==> src/rtl/sumador_pkg.sv <==
// ============================================================================
// Module : sumador_pkg
// Brief  : Shared FSM state type and sizing helpers for the serial adder.
// Rev    : 1.0  initial release
// ============================================================================
`default_nettype none

package sumador_pkg;

    typedef enum logic [1:0] {
        REPOSO  = 2'd0,
        SUMANDO = 2'd1,
        ENTREGA = 2'd2
    } estado_t;

    function automatic int ciclos(input int width, input int digitos);
        return width / digitos;
    endfunction

    // The counter must be able to represent CICLOS itself, hence the +1.
    function automatic int ancho_contador(input int width, input int digitos);
        return $clog2(ciclos(width, digitos) + 1);
    endfunction

endpackage

`default_nettype wire

==> src/rtl/sumador_bloque.sv <==
// ============================================================================
// Module : sumador_bloque
// Brief  : Combinational ripple of DIGITOS full-adder cells; also exposes the
//          carry entering the top cell for signed-overflow detection.
// Rev    : 1.0  initial release
// ============================================================================
`default_nettype none

module sumador_bloque #(
    parameter int DIGITOS = 1
) (
    input  logic [DIGITOS-1:0] a,
    input  logic [DIGITOS-1:0] b,
    input  logic               cin,
    output logic [DIGITOS-1:0] s,
    output logic               cout,
    output logic               c_top
);

    // Each cell owns its carry nets so the chain is a set of distinct signals.
    for (genvar i = 0; i < DIGITOS; i++) begin : g_celda
        logic c_in;
        logic c_out;

        if (i == 0) begin : g_primero
            assign c_in = cin;
        end else begin : g_resto
            assign c_in = g_celda[i-1].c_out;
        end

        sumador_completo u_fa (
            .a    (a[i]),
            .b    (b[i]),
            .cin  (c_in),
            .cout (c_out),
            .s    (s[i])
        );
    end

    assign cout  = g_celda[DIGITOS-1].c_out;
    assign c_top = g_celda[DIGITOS-1].c_in;

endmodule

`default_nettype wire

==> src/rtl/sumador_completo.sv <==
// ============================================================================
// Module : sumador_completo
// Brief  : Single-bit full-adder cell.
// Rev    : 1.0  initial release
// ============================================================================
`default_nettype none

module sumador_completo (
    input  logic a,
    input  logic b,
    input  logic cin,
    output logic cout,
    output logic s
);

    assign s    = a ^ b ^ cin;
    assign cout = (a & b) | (cin & (a ^ b));

endmodule

`default_nettype wire

==> src/rtl/sumador_serie_param.sv <==
// ============================================================================
// Module : sumador_serie_param
// Brief  : Multi-cycle adder, DIGITOS bits per clock, valid/ready handshakes
//          on operands and result; result held until consumed.
// Rev    : 1.0  initial release
// ============================================================================
`default_nettype none

module sumador_serie_param
    import sumador_pkg::*;
#(
    parameter int WIDTH   = 8,
    parameter int DIGITOS = 1
) (
    input  logic             reloj,
    input  logic             reset_n,
    input  logic             inicio_valido,
    output logic             listo,
    input  logic [WIDTH-1:0] a,
    input  logic [WIDTH-1:0] b,
    input  logic             acarreo_ent,
    output logic             fin_valido,
    input  logic             fin_listo,
    output logic [WIDTH-1:0] suma,
    output logic             acarreo_sal,
    output logic             desborde
);

    if (WIDTH < 1 || DIGITOS < 1 || (WIDTH % DIGITOS) != 0) begin : g_param_error
        $error("sumador_serie_param: WIDTH must be a positive multiple of DIGITOS");
    end

    localparam int CICLOS    = ciclos(WIDTH, DIGITOS);
    localparam int ANCHO_CNT = ancho_contador(WIDTH, DIGITOS);

    estado_t                estado;
    estado_t                estado_sig;
    logic [WIDTH-1:0]       op_a;
    logic [WIDTH-1:0]       op_b;
    logic [WIDTH-1:0]       resultado;
    logic                   acarreo;
    logic [ANCHO_CNT-1:0]   contador;
    logic [DIGITOS-1:0]     tramo_suma;
    logic                   tramo_cout;
    logic                   tramo_c_top;
    logic                   aceptar;
    logic                   ultimo;

    assign listo      = (estado == REPOSO);
    assign fin_valido = (estado == ENTREGA);
    assign aceptar    = inicio_valido && listo;
    assign ultimo     = (estado == SUMANDO) && (contador == ANCHO_CNT'(CICLOS - 1));

    sumador_bloque #(
        .DIGITOS (DIGITOS)
    ) u_bloque (
        .a     (op_a[DIGITOS-1:0]),
        .b     (op_b[DIGITOS-1:0]),
        .cin   (acarreo),
        .s     (tramo_suma),
        .cout  (tramo_cout),
        .c_top (tramo_c_top)
    );

    always_ff @(posedge reloj or negedge reset_n) begin
        if (!reset_n) begin
            estado <= REPOSO;
        end else begin
            estado <= estado_sig;
        end
    end

    always_comb begin
        estado_sig = estado;
        case (estado)
            REPOSO:  if (aceptar)   estado_sig = SUMANDO;
            SUMANDO: if (ultimo)    estado_sig = ENTREGA;
            ENTREGA: if (fin_listo) estado_sig = REPOSO;
            default:                estado_sig = REPOSO;
        endcase
    end

    // Partial sums accumulate MSB-first; the final slice is merged directly
    // into the output register so only WIDTH-DIGITOS bits need storing.
    if (DIGITOS < WIDTH) begin : g_acum
        logic [WIDTH-DIGITOS-1:0] acum;

        assign resultado = {tramo_suma, acum};

        always_ff @(posedge reloj or negedge reset_n) begin
            if (!reset_n) begin
                acum <= '0;
            end else if (estado == SUMANDO) begin
                acum <= resultado[WIDTH-1:DIGITOS];
            end
        end
    end else begin : g_sin_acum
        assign resultado = tramo_suma;
    end

    always_ff @(posedge reloj or negedge reset_n) begin
        if (!reset_n) begin
            op_a        <= '0;
            op_b        <= '0;
            acarreo     <= 1'b0;
            contador    <= '0;
            suma        <= '0;
            acarreo_sal <= 1'b0;
            desborde    <= 1'b0;
        end else if (aceptar) begin
            op_a     <= a;
            op_b     <= b;
            acarreo  <= acarreo_ent;
            contador <= '0;
        end else if (estado == SUMANDO) begin
            op_a     <= op_a >> DIGITOS;
            op_b     <= op_b >> DIGITOS;
            acarreo  <= tramo_cout;
            contador <= contador + ANCHO_CNT'(1);
            if (ultimo) begin
                suma        <= resultado;
                acarreo_sal <= tramo_cout;
                desborde    <= tramo_c_top ^ tramo_cout;
            end
        end
    end

endmodule

`default_nettype wire

==> config.mk <==
export PLATFORM = sky130hd
export DESIGN_NAME = sumador_serie_param
export DESIGN_NICKNAME = d
export VERILOG_FILES = /design/src/rtl/sumador_pkg.sv /design/src/rtl/sumador_bloque.sv /design/src/rtl/sumador_completo.sv /design/src/rtl/sumador_serie_param.sv
export SDC_FILE = /design/constraint.sdc
export NUM_CORES = 1
export LEC_CHECK = 0
export CORE_MARGIN = 3
export CORE_UTILIZATION = 45
export DETAILED_ROUTE_END_ITERATION = 16
export PLACE_DENSITY_LB_ADDON = 0.1
export SLEW_MARGIN = 20
export SYNTH_ARGS = -nofsm -noshare
export SYNTH_HDL_FRONTEND = slang
export SYNTH_HIERARCHICAL = 1
export SYNTH_SLANG_ARGS = --single-unit
==> constraint.sdc <==
create_clock -name reloj -period 1.5 [get_ports reloj]
set_clock_uncertainty 0.15 [all_clocks]
set_input_delay 0.3 -clock reloj [delete_from_list [all_inputs] [get_ports reloj]]
set_output_delay 0.3 -clock reloj [all_outputs]
set_load 0.005 [all_outputs]
==> impl_metrics.ini, run 1 <==
[status]
status = finished with violations
violations = negative setup slack

[power]
power.leakage_nw = 1.284
clkPwrFrac_pct = 18.0
internal-power_mw = 3.201
pwr-share-seq_pct = 38.3
powerDensity_nw_per_um2 = 1887
power.share.combinational_pct = 43.7
max-vdd-ir-drop_mv = 0.9375
switching_share_pct = 32.99
netSwitchingPower_mw = 1.576

[worst_hold_path]
whs_endpoint = g_acum.acum[0]$_DFFE_PN0N_
hold_path.class = reg2reg
hold_path.startpoint = g_acum.acum[0]$_DFFE_PN0N_
worst_hold_path_cells = 2

[cts]
insertion_delay_to_the_later_sink_of_the_worst_skew_pair_ns = 0.29
cts_tree = done
clk_path_buf_depth = 2
cts.sink_count = 40
clkTransAtPathRegs_ns = 0.07
clock_tree.root_cell = clkbuf_8
htreeDepth = 2
numCtsBuffers = 5

[sta]
max_clock_freq_mhz = 620.4
setup_slack_ns = -0.1117
setup_viol = 30
timing.slew.headroom_pct = 83.75
finalCriticalPeriod_ns = 1.612
grt_setup_unrepaired = true
final.period_utilization_pct = 107.4
hold_viol_final = 0
worstMarginPinSlew_ns = 0.2435
final-max-slew-violation-count = 0

[yosys]
synth_cells = 157
synthTopCellsByArea = dfrtp_1 (60%), nand2_1 (13%), a22oi_1 (6.7%)
ys_types = 24
syn_area_sq_um = 1682
ys_ff_latch = 40
syn-num-nets = 180
netlist.area_leader.share_pct = 59.52
cell_type_with_the_largest_total_area_after_synthesis = dfrtp_1
postSynthAreaPerCell_sq_um = 10.71
synth.yosys.warnings = 6
yosysSeqAreaShare_pct = 59.52

[worst_setup_path]
r2r_start = estado[0]$_DFFE_PN0P_
timing_worst_setup_path_type = reg2reg
worstPathMaxFanout = 5
worst_ep_required_time_ns = 1.52
r2r_cells = 7
timing.critical_path.cells = buf_6, buf_6, buf_6, nor3b_4, buf_6, nand2b_1, mux2i_1
startpoint_type = flip-flop
reg2reg_setup_slack_ns = -0.11
arrival_ns = 1.63
critPathSlowestCell = dfrtp_1
most_frequent_cell_on_critical_path = buf_6
timing.rr.end = contador[3]$_DFFE_PN0P_
critical_path_end_type = flip-flop
slowest_delay_ns = 0.39

[place]
routabilityCongestion = 0.7553
hpwl_microns = 2430
buffer_ports.inserted = 32
placed_area_sq_um = 2173

[global_routing]
pin_count_of_the_biggest_net_entering_global_routing = 41
grt_first_pass_wirelength_microns = 6348
grt_antenna_before_repair = 0
grt_pass1_vias = 1406
grt.total_usage_pct = 19.17
global_route.overflow_total = 0

[floorplan]
boundaryPins = 33
chipWidth_microns = 67.13
floorplan.die.height_microns = 67.13
num_rows = 21
initial_core_util_pct = 48.48
die_area_sq_um = 4506
coreArea_sq_um = 3468

[routing]
metal_1_wl_microns = 1647
detailedRoute.firstIterationViolations = 49
route.detailed.drc = 0
drt-wirelength-per-cell_microns = 14.64
top_layer_used = met4
route.final.wire_length_microns = 3894
total_vias_in_the_final_route = 1338
route.antenna.remaining_nets = 0
met2_wirelength_microns = 2016
routed_wire_length_on_met3_microns = 155
dr.pass1.iters = 4
vias_per_cell = 5.030

[cells_and_area]
final_design_area_no_fill_sq_um = 2532
nets = 242
most_common_cell_after_layout_fill_and_taps_aside = nand2_1
utilization_pct = 73.02
areaGrowthSynthToFinish_pct = 50.60
layout_common_cells = nand2_1 (57), dfrtp_1 (40), clkdlybuf4s50_1 (19)
drive_above_1_share_pct = 29.55
filler_cell_count = 262
antenna-diode-count = 0

[run]
maximum_capacitance_violations = 0
==> synthesized netlist by cell type <==
cell      instances
nand2b_2          1
nand2b_1          2
a21o_1            2
buf_6             1
o21bai_2          1
mux2_2           10
inv_1             1
mux2i_1           1
o21ai_0           5
nor2b_1           2
buf_4             1
o21bai_1          1
dfrtp_1          40
a22oi_1          15
xor2_1            1
clkbuf_1          2
fa_1              1
nand4_1           1
ha_1              1
nor3_2            1
nor2_1            1
buf_2             5
nor3b_1           2
nand2_1          59
==> cell type report <==
cell class	count	area, sq um	area share, %
Clock buffer	6	72.57	2.866
Clock inverter	2	35.03	1.383
Inverter	1	3.754	0.1482
Multi-Input combinational cell	107	749.5	29.59
Sequential cell	40	1001	39.53
Tap cell	46	57.56	2.273
Timing Repair Buffer	64	613.1	24.21
==> cells by family after synthesis <==
| logic type | Yosys count | share of synthesized area, % |
|---|---|---|
| flip-flops | 40 | 59.52 |
| buffers and inverters | 10 | 3.274 |
| AO/OA/AOI/OAI | 24 | 10.19 |
| XOR/XNOR | 1 | 0.5209 |
| AND/OR/NAND/NOR | 69 | 17.26 |
| adder cells (fa/ha/maj) | 2 | 1.934 |
| multiplexers | 11 | 7.292 |
==> through the flow <==
stage | power (mW) | worst slack (ns) | TNS (ns) | cells | hold slack [ns]
floorplan | 2.705 | -0.05732 | -0.5159 | 157 | -0.1456
global placement | 3.442 | -0.1069 | -1.741 | 244 | 0.1334
detailed placement | 3.511 | -0.1534 | -2.963 | 244 | 0.1327
CTS | 4.509 | -0.1334 | -1.981 | 262 | 0.3256
global route | 5.154 | -0.2161 | -4.531 | 266 | 0.3655
finish | 4.778 | -0.1117 | -2.034 | 266 | 0.3240
==> registers in the layout, summed over array words and instances, names as in the netlist <==
name,cells
suma,8
op_b,8
acarreo,1
g_acum.acum,7
desborde,1
contador,4
acarreo_sal,1
estado,2
op_a,8
==> power groups by stage <==
stage / logic, mW / registers, mW / clock network (mW)
6_report: 2.09 / 1.83 / 0.858
5_1_grt: 2.33 / 1.90 / 0.929
4_1_cts: 1.83 / 1.80 / 0.881
3_5_place_dp: 1.68 / 1.83 / 0
3_3_place_gp: 1.64 / 1.80 / 0
2_1_floorplan: 0.912 / 1.79 / 0
==> per-layer routing <==
metal  up-vias  track usage, %
li1        641               -
met1       660           25.03
met2        27           30.92
met3        10           5.491
met4         0           6.076
met5         -               0
==> worst max-delay path: cells and delay by family (launching register included) <==
| kind | cells | cell delay [ns] |
|---|---|---|
| muxes | 1 | 0.08 |
| DFF | 1 | 0.39 |
| and+or+nand+nor | 2 | 0.35 |
| buffers and inverters | 4 | 0.52 |
==> repair_timing <==
| action | in CTS | in global routing |
|---|---|---|
| buffers inserted | 8 | 5 |
| cloned | 1 | 0 |
| gates resized for setup | 36 | 28 |
| hold buffers | 1 | 0 |
| hold endpoints to repair | 40 | 0 |
| pin swaps | 3 | 7 |
| setup endpoints to repair | 23 | 34 |
==> worst max-delay path by stage <==
stage                         endpoint               startpoint  slack (ns)  cells after the start
6_report       contador[3]$_DFFE_PN0P_    estado[0]$_DFFE_PN0P_       -0.11                      7
5_1_grt        contador[3]$_DFFE_PN0P_    estado[0]$_DFFE_PN0P_       -0.22                      7
4_1_cts            suma[3]$_DFFE_PN0P_  contador[0]$_DFFE_PN0P_       -0.13                      5
3_5_place_dp       suma[3]$_DFFE_PN0P_  contador[0]$_DFFE_PN0P_       -0.15                      5
3_3_place_gp   contador[3]$_DFFE_PN0P_            inicio_valido       -0.11                      5
2_1_floorplan  acarreo_sal$_DFFE_PN0P_  contador[0]$_DFFE_PN0P_       -0.06                      5
Power figures use the tool's default switching activity.
==> run 2, diff against run 1 <==
Settings changed: CORE_UTILIZATION 45 to 46, SYNTH_HIERARCHICAL 1 to unset.
==> run 2 against run 1 <==
The run still ends with negative setup slack left. Count of clock-buffer cells in the layout down 1. Final cell count is 0.75% lower. Sequential share of layout area down 0.95 points. Critical path depth shrank 3. Maximum frequency barely moved. Cell area grew 2.5%. Non-clock buffer count shrank 3. Combinational power rose by 6%. Synthesized cell count is 0.64% lower. Register-to-register slack hardly changed.
==> impl_metrics.ini, run 2 <==
[status]
status = finished with violations
violations = negative setup slack

[cells_and_area]
filler_cell_count = 235
layout_common_cells = nand2_1 (56), dfrtp_1 (40), clkdlybuf4s50_1 (19)
most_common_cell_after_layout_fill_and_taps_aside = nand2_1
drive_above_1_share_pct = 35.32
areaGrowthSynthToFinish_pct = 50.73
largestRegisters = op_a: 8 flops, op_b: 8 flops, suma: 8 flops
final_cell_count_no_fill = 264
antenna-diode-count = 0
nets = 240

[place]
hpwl_microns = 2203
pre_cts_slack_ns = -0.1736
routabilityCongestion = 0.7210
dp.cells = 238
buffer_ports.inserted = 32

[worst_hold_path]
hold_path.class = reg2reg
worst_hold_path_cells = 2
hold_path.startpoint = op_a[2]$_DFFE_PN0P_
whs_endpoint = op_a[2]$_DFFE_PN0P_

[yosys]
synthAdderAreaFrac_pct = 1.890
ys_types = 27
synth_most_common_cell = nand2_1
syn-num-nets = 179
synth_edf_count = 0
cell_types_with_the_highest_counts_after_synthesis = nand2_1 (58), dfrtp_1 (40), a22oi_1 (15)
syn_area_sq_um = 1722
synth_compound_area_share_pct = 9.157
synth-async-reset-ratio_pct = 100.0
synth_cells = 156
synth-simple-area-share_pct = 17.51
synth.mux.area_fraction_pct = 9.084
main_synth_ff_type = dfrtp_1
synth_xor_area_share_pct = 0.5087
postSynthAreaPerCell_sq_um = 11.04
largest_family_of_logic_cells_by_synthesized_area = simple AND/OR/NAND/NOR gates
cell_type_with_the_largest_total_area_after_synthesis = dfrtp_1
netlist.area_leader.share_pct = 58.14
yosysSeqAreaShare_pct = 58.14
synth.yosys.warnings = 0
synthTopCellsByArea = dfrtp_1 (58%), nand2_1 (13%), mux2_4 (7.8%)
ys_ff_latch = 40

[worst_setup_path]
r2r_start = contador[0]$_DFFE_PN0P_
reg2reg_setup_slack_ns = -0.11
r2r_cells = 4
timing.rr.end = suma[2]$_DFFE_PN0P_
arrival_ns = 1.63
worstPathMaxFanout = 6
crit_path_start = contador[0]$_DFFE_PN0P_
worst_ep_required_time_ns = 1.52
timing_worst_setup_path_type = reg2reg
startpoint_type = flip-flop
critical_path_end_type = flip-flop

[routing]
detailedRoute.firstIterationViolations = 83
vias_per_cell = 5.235
route.antenna.remaining_nets = 0
route.detailed.drc = 0
route.final.wire_length_microns = 3953
total_vias_in_the_final_route = 1382
drt-wirelength-per-cell_microns = 14.97
dr.pass1.iters = 4

[sta]
hold_viol_final = 0
worstMarginPinSlew_ns = 0.2388
setup_slack_ns = -0.1125
setup_viol = 18
timing.hold.ws_ns = 0.3395
max_clock_freq_mhz = 620.2
timing.slew.headroom_pct = 84.08
final-max-slew-violation-count = 0
final.period_utilization_pct = 107.5
finalCriticalPeriod_ns = 1.612
grt_setup_unrepaired = true
fin_setup_tns_ns = -1.074

[cts]
cts.sink_count = 40
cts_tree = done
clkTransAtPathRegs_ns = 0.08
clock_tree.root_cell = clkbuf_8
numCtsBuffers = 5
htreeDepth = 2
insertion_delay_to_the_later_sink_of_the_worst_skew_pair_ns = 0.29
clk_path_buf_depth = 2

[global_routing]
global_route.overflow_total = 0
pin_count_of_the_biggest_net_entering_global_routing = 41
grt.total_usage_pct = 18.26
grt_pass1_vias = 1334
grt_first_pass_wirelength_microns = 6072
grt_antenna_before_repair = 0

[floorplan]
boundaryPins = 33
initial_core_util_pct = 49.64
floorplan.die.height_microns = 67.18
die_area_sq_um = 4512
coreArea_sq_um = 3468
num_rows = 21
chipWidth_microns = 67.18

[power]
report.power.total_mw = 4.929
powerDensity_nw_per_um2 = 1899
power.leakage_nw = 1.284
max-vdd-ir-drop_mv = 1.029

[run]
maximum_capacitance_violations = 0
-- run 2: cell type report --
| type | instances | area [sq um] | area share (%) |
|---|---|---|---|
| clock buffer | 5 | 68.82 | 2.652 |
| clock inverter | 3 | 42.54 | 1.639 |
| inverter | 1 | 3.754 | 0.1446 |
| multi-input combinational | 108 | 797.0 | 30.71 |
| sequential | 40 | 1001 | 38.57 |
| tap | 46 | 57.56 | 2.218 |
| timing repair buffer | 61 | 624.3 | 24.06 |
-- run 2: worst max-delay path by stage --
stage               depth (start not counted)  slack, ns                      end
finish                                      4      -0.11      suma[2]$_DFFE_PN0P_
global route                                6      -0.22  contador[3]$_DFFE_PN0P_
CTS                                         4      -0.11      suma[2]$_DFFE_PN0P_
detailed placement                          4      -0.17      op_a[7]$_DFFE_PN0P_
global placement                            4      -0.12      op_b[7]$_DFFE_PN0P_
floorplan                                   5      -0.06  acarreo_sal$_DFFE_PN0P_
-- run 2: where the power goes --
| group | internal (mW) | switching (mW) |
|---|---|---|
| combinational | 1.27 | 0.952 |
| sequential | 1.52 | 0.315 |
| clock | 0.492 | 0.378 |
-- run 2: repair_timing --
action	in CTS	in global routing
setup buffers	11	2
cloned	1	3
endpoints found under the setup margin	23	42
pin swaps	3	20
hold endpoints to repair	40	0
hold buffers	1	0
gates resized for setup	21	31
-- run 2: logic make-up (layout without fill, tap and decap cells) --
family                     Yosys count  count (layout)
xor gates and xnor gates             1               1
buffers and inverters                9              70
adders and majority gates            2               2
DFF                                 40              40
AOI/OAI and AO/OA                   23              23
and+or+nand+nor                     70              71
muxes                               11              11
-- run 2: routing by layer --
layer / wire (microns) / track usage [%]
met1: 1543 / 21.55
met2: 2127 / 30.55
met3: 202 / 5.158
met4: 79 / 8.861
met5: 0 / 0
-- run 2: through the flow --
stage | util (%) | cell area, sq um
floorplan | - | 1737
global placement | 62.91 | 2182
detailed placement | 62.91 | 2182
CTS | 69.48 | 2410
global route | 74.82 | 2595
finish | 74.82 | 2595
-- run 2: worst max-delay path: stages, from the launching register on --
cell	delay, ns
dfrtp_1	0.37
ha_2	0.19
nor2b_4	0.18
and3_4	0.29
mux2_4	0.31
==> run 3, diff against run 2 <==
Settings changed: CORE_MARGIN 3 to 1.5.
==> run 3 against run 2 <==
The run still ends with negative setup slack left. Non-clock buffer count unchanged. Combinational power is 9.9% lower. Global-route usage up 0.98 points. Flip-flop and latch count unchanged. Die area decreased by 8.7%. Final cell count is 0.38% higher. First-iteration DRC count is 7.2% lower. Worst setup slack better by 0.045 ns. Critical path depth did not move. Critical endpoint is now suma[1]$_DFFE_PN0P_. Largest cell class unchanged.
==> impl_metrics.ini, run 3 (same netlist as run 2, synthesis figures left out) <==
[status]
status = finished with violations
violations = negative setup slack

[sta]
setup_slack_ns = -0.06715
grt_setup_unrepaired = true
max_clock_freq_mhz = 638.1
final-max-slew-violation-count = 0
setup_viol = 26
hold_viol_final = 0
final.period_utilization_pct = 104.5
finalCriticalPeriod_ns = 1.567
timing.slew.headroom_pct = 73.42
worstMarginPinSlew_ns = 0.3987
timing.hold.ws_ns = 0.3160

[cts]
numCtsBuffers = 5
clk_path_buf_depth = 2
htreeDepth = 2
clkTransAtPathRegs_ns = 0.07
cts_tree = done
insertion_delay_to_the_later_sink_of_the_worst_skew_pair_ns = 0.29
clock_tree.root_cell = clkbuf_8
cts.sink_count = 40

[cells_and_area]
utilization_pct = 67.70
multi_input_area_sq_um = 718.2
register_area_sq_um = 1001
most_common_cell_after_layout_fill_and_taps_aside = nand2_1
antenna-diode-count = 0
largestRegisters = op_a: 8 flops, op_b: 8 flops, suma: 8 flops
drive_above_1_share_pct = 26.73
nets = 240
areaGrowthSynthToFinish_pct = 42.88
layout_common_cells = nand2_1 (58), dfrtp_1 (40), clkdlybuf4s50_1 (19)
filler_cell_count = 308

[floorplan]
die_area_sq_um = 4118
num_rows = 22
chipWidth_microns = 64.18
initial_core_util_pct = 47.38
boundaryPins = 33
floorplan.die.height_microns = 64.18
coreArea_sq_um = 3633

[worst_setup_path]
timing_worst_setup_path_type = reg2reg
critical_path_end_type = flip-flop
crit_path_start = contador[1]$_DFFE_PN0P_
worst_ep_required_time_ns = 1.52
worstPathMaxFanout = 6
startpoint_type = flip-flop
arrival_ns = 1.59
r2r_start = contador[1]$_DFFE_PN0P_

[place]
hpwl_microns = 2254
buffer_ports.inserted = 32
routabilityCongestion = 0.7347

[global_routing]
gr-usage-met3_pct = 6.338
global_route.overflow_total = 0
grt_first_pass_wirelength_microns = 5858
top_usage_layer = met2
met2_layer_usage_reported_by_global_route_pct = 31.38
grt_antenna_before_repair = 0
grtUsageMet1_pct = 23.43
grt.total_usage_pct = 19.24
grt_pass1_vias = 1234
pin_count_of_the_biggest_net_entering_global_routing = 25

[power]
netSwitchingPower_mw = 1.484
pwr-share-seq_pct = 40.6
internal-power_mw = 2.986
power.leakage_nw = 1.248
power.share.combinational_pct = 44.6
powerDensity_nw_per_um2 = 1817
switching_share_pct = 33.20
clkPwrFrac_pct = 14.8
max-vdd-ir-drop_mv = 0.8931

[routing]
route.final.wire_length_microns = 3610
detailedRoute.firstIterationViolations = 77
total_vias_in_the_final_route = 1335
route.antenna.remaining_nets = 0
dr.pass1.iters = 4
drt-wirelength-per-cell_microns = 13.62
vias_per_cell = 5.038
route.detailed.drc = 0

[run]
maximum_capacitance_violations = 0

[worst_hold_path]
hold_path.class = in2async
-- run 3: timing repair --
item                       in CTS  in global routing
gates resized for setup        22                 10
cloned                          1                  3
hold endpoints to repair       16                  0
pin swaps                       4                  3
hold buffers                    1                  0
setup buffers                  11                  2
setup endpoints to repair      23                 39
-- run 3: final cells by class --
cell class | instances | share of cell area (%)
sequential | 40 | 40.69
multi-input combinational | 108 | 29.20
timing repair buffer | 61 | 24.36
clock buffer | 6 | 2.950
tap | 48 | 2.442
clock inverter | 1 | 0.2035
inverter | 1 | 0.1526
-- run 3: final timing paths --
check / cells after the start / to / slack, ns
worst min register to register: 2 / op_b[6]$_DFFE_PN0P_ / 0.33
min in group reloj: 2 / op_b[6]$_DFFE_PN0P_ / 0.33
worst max register to register: 4 / suma[1]$_DFFE_PN0P_ / -0.07
worst min-delay path: 2 / g_acum.acum[0]$_DFFE_PN0N_ / 0.32
worst max-delay path: 4 / suma[1]$_DFFE_PN0P_ / -0.07
max in group asynchronous: 3 / contador[1]$_DFFE_PN0P_ / 0.43
-- run 3: metal layers --
layer,vias to the layer above,part of all wire (%)
li1,642,-
met3,7,3.9
met1,656,42
met5,-,0
met2,30,52
met4,0,1.7
-- run 3: critical path, stage by stage (launching register included) --
cell and delay, ns:
dfrtp_1 0.36, ha_2 0.18, nor2b_4 0.17, and3_4 0.28
mux2_4 0.31
-- run 3: power by group through the flow --
stage               clock [mW]  combinational, mW  sequential [mW]
finish                   0.661               2.00             1.81
global route             0.743               2.21             1.87
CTS                      0.686               1.84             1.80
detailed placement           0               1.69             1.83
global placement             0               1.63             1.81
floorplan                    0               1.03             1.79
-- run 3: stage by stage --
step	setup TNS (ns)	instances	setup WS (ns)	area [sq um]	power, mW
after CTS	-0.5107	260	-0.06978	2357	4.327
after detailed placement	-2.546	240	-0.1738	2172	3.522
after global routing	-2.194	265	-0.1131	2460	4.824
after floorplan	-0.5364	156	-0.05960	1737	2.816
final	-0.8585	265	-0.06715	2460	4.470
after global placement	-1.764	240	-0.1435	2172	3.438
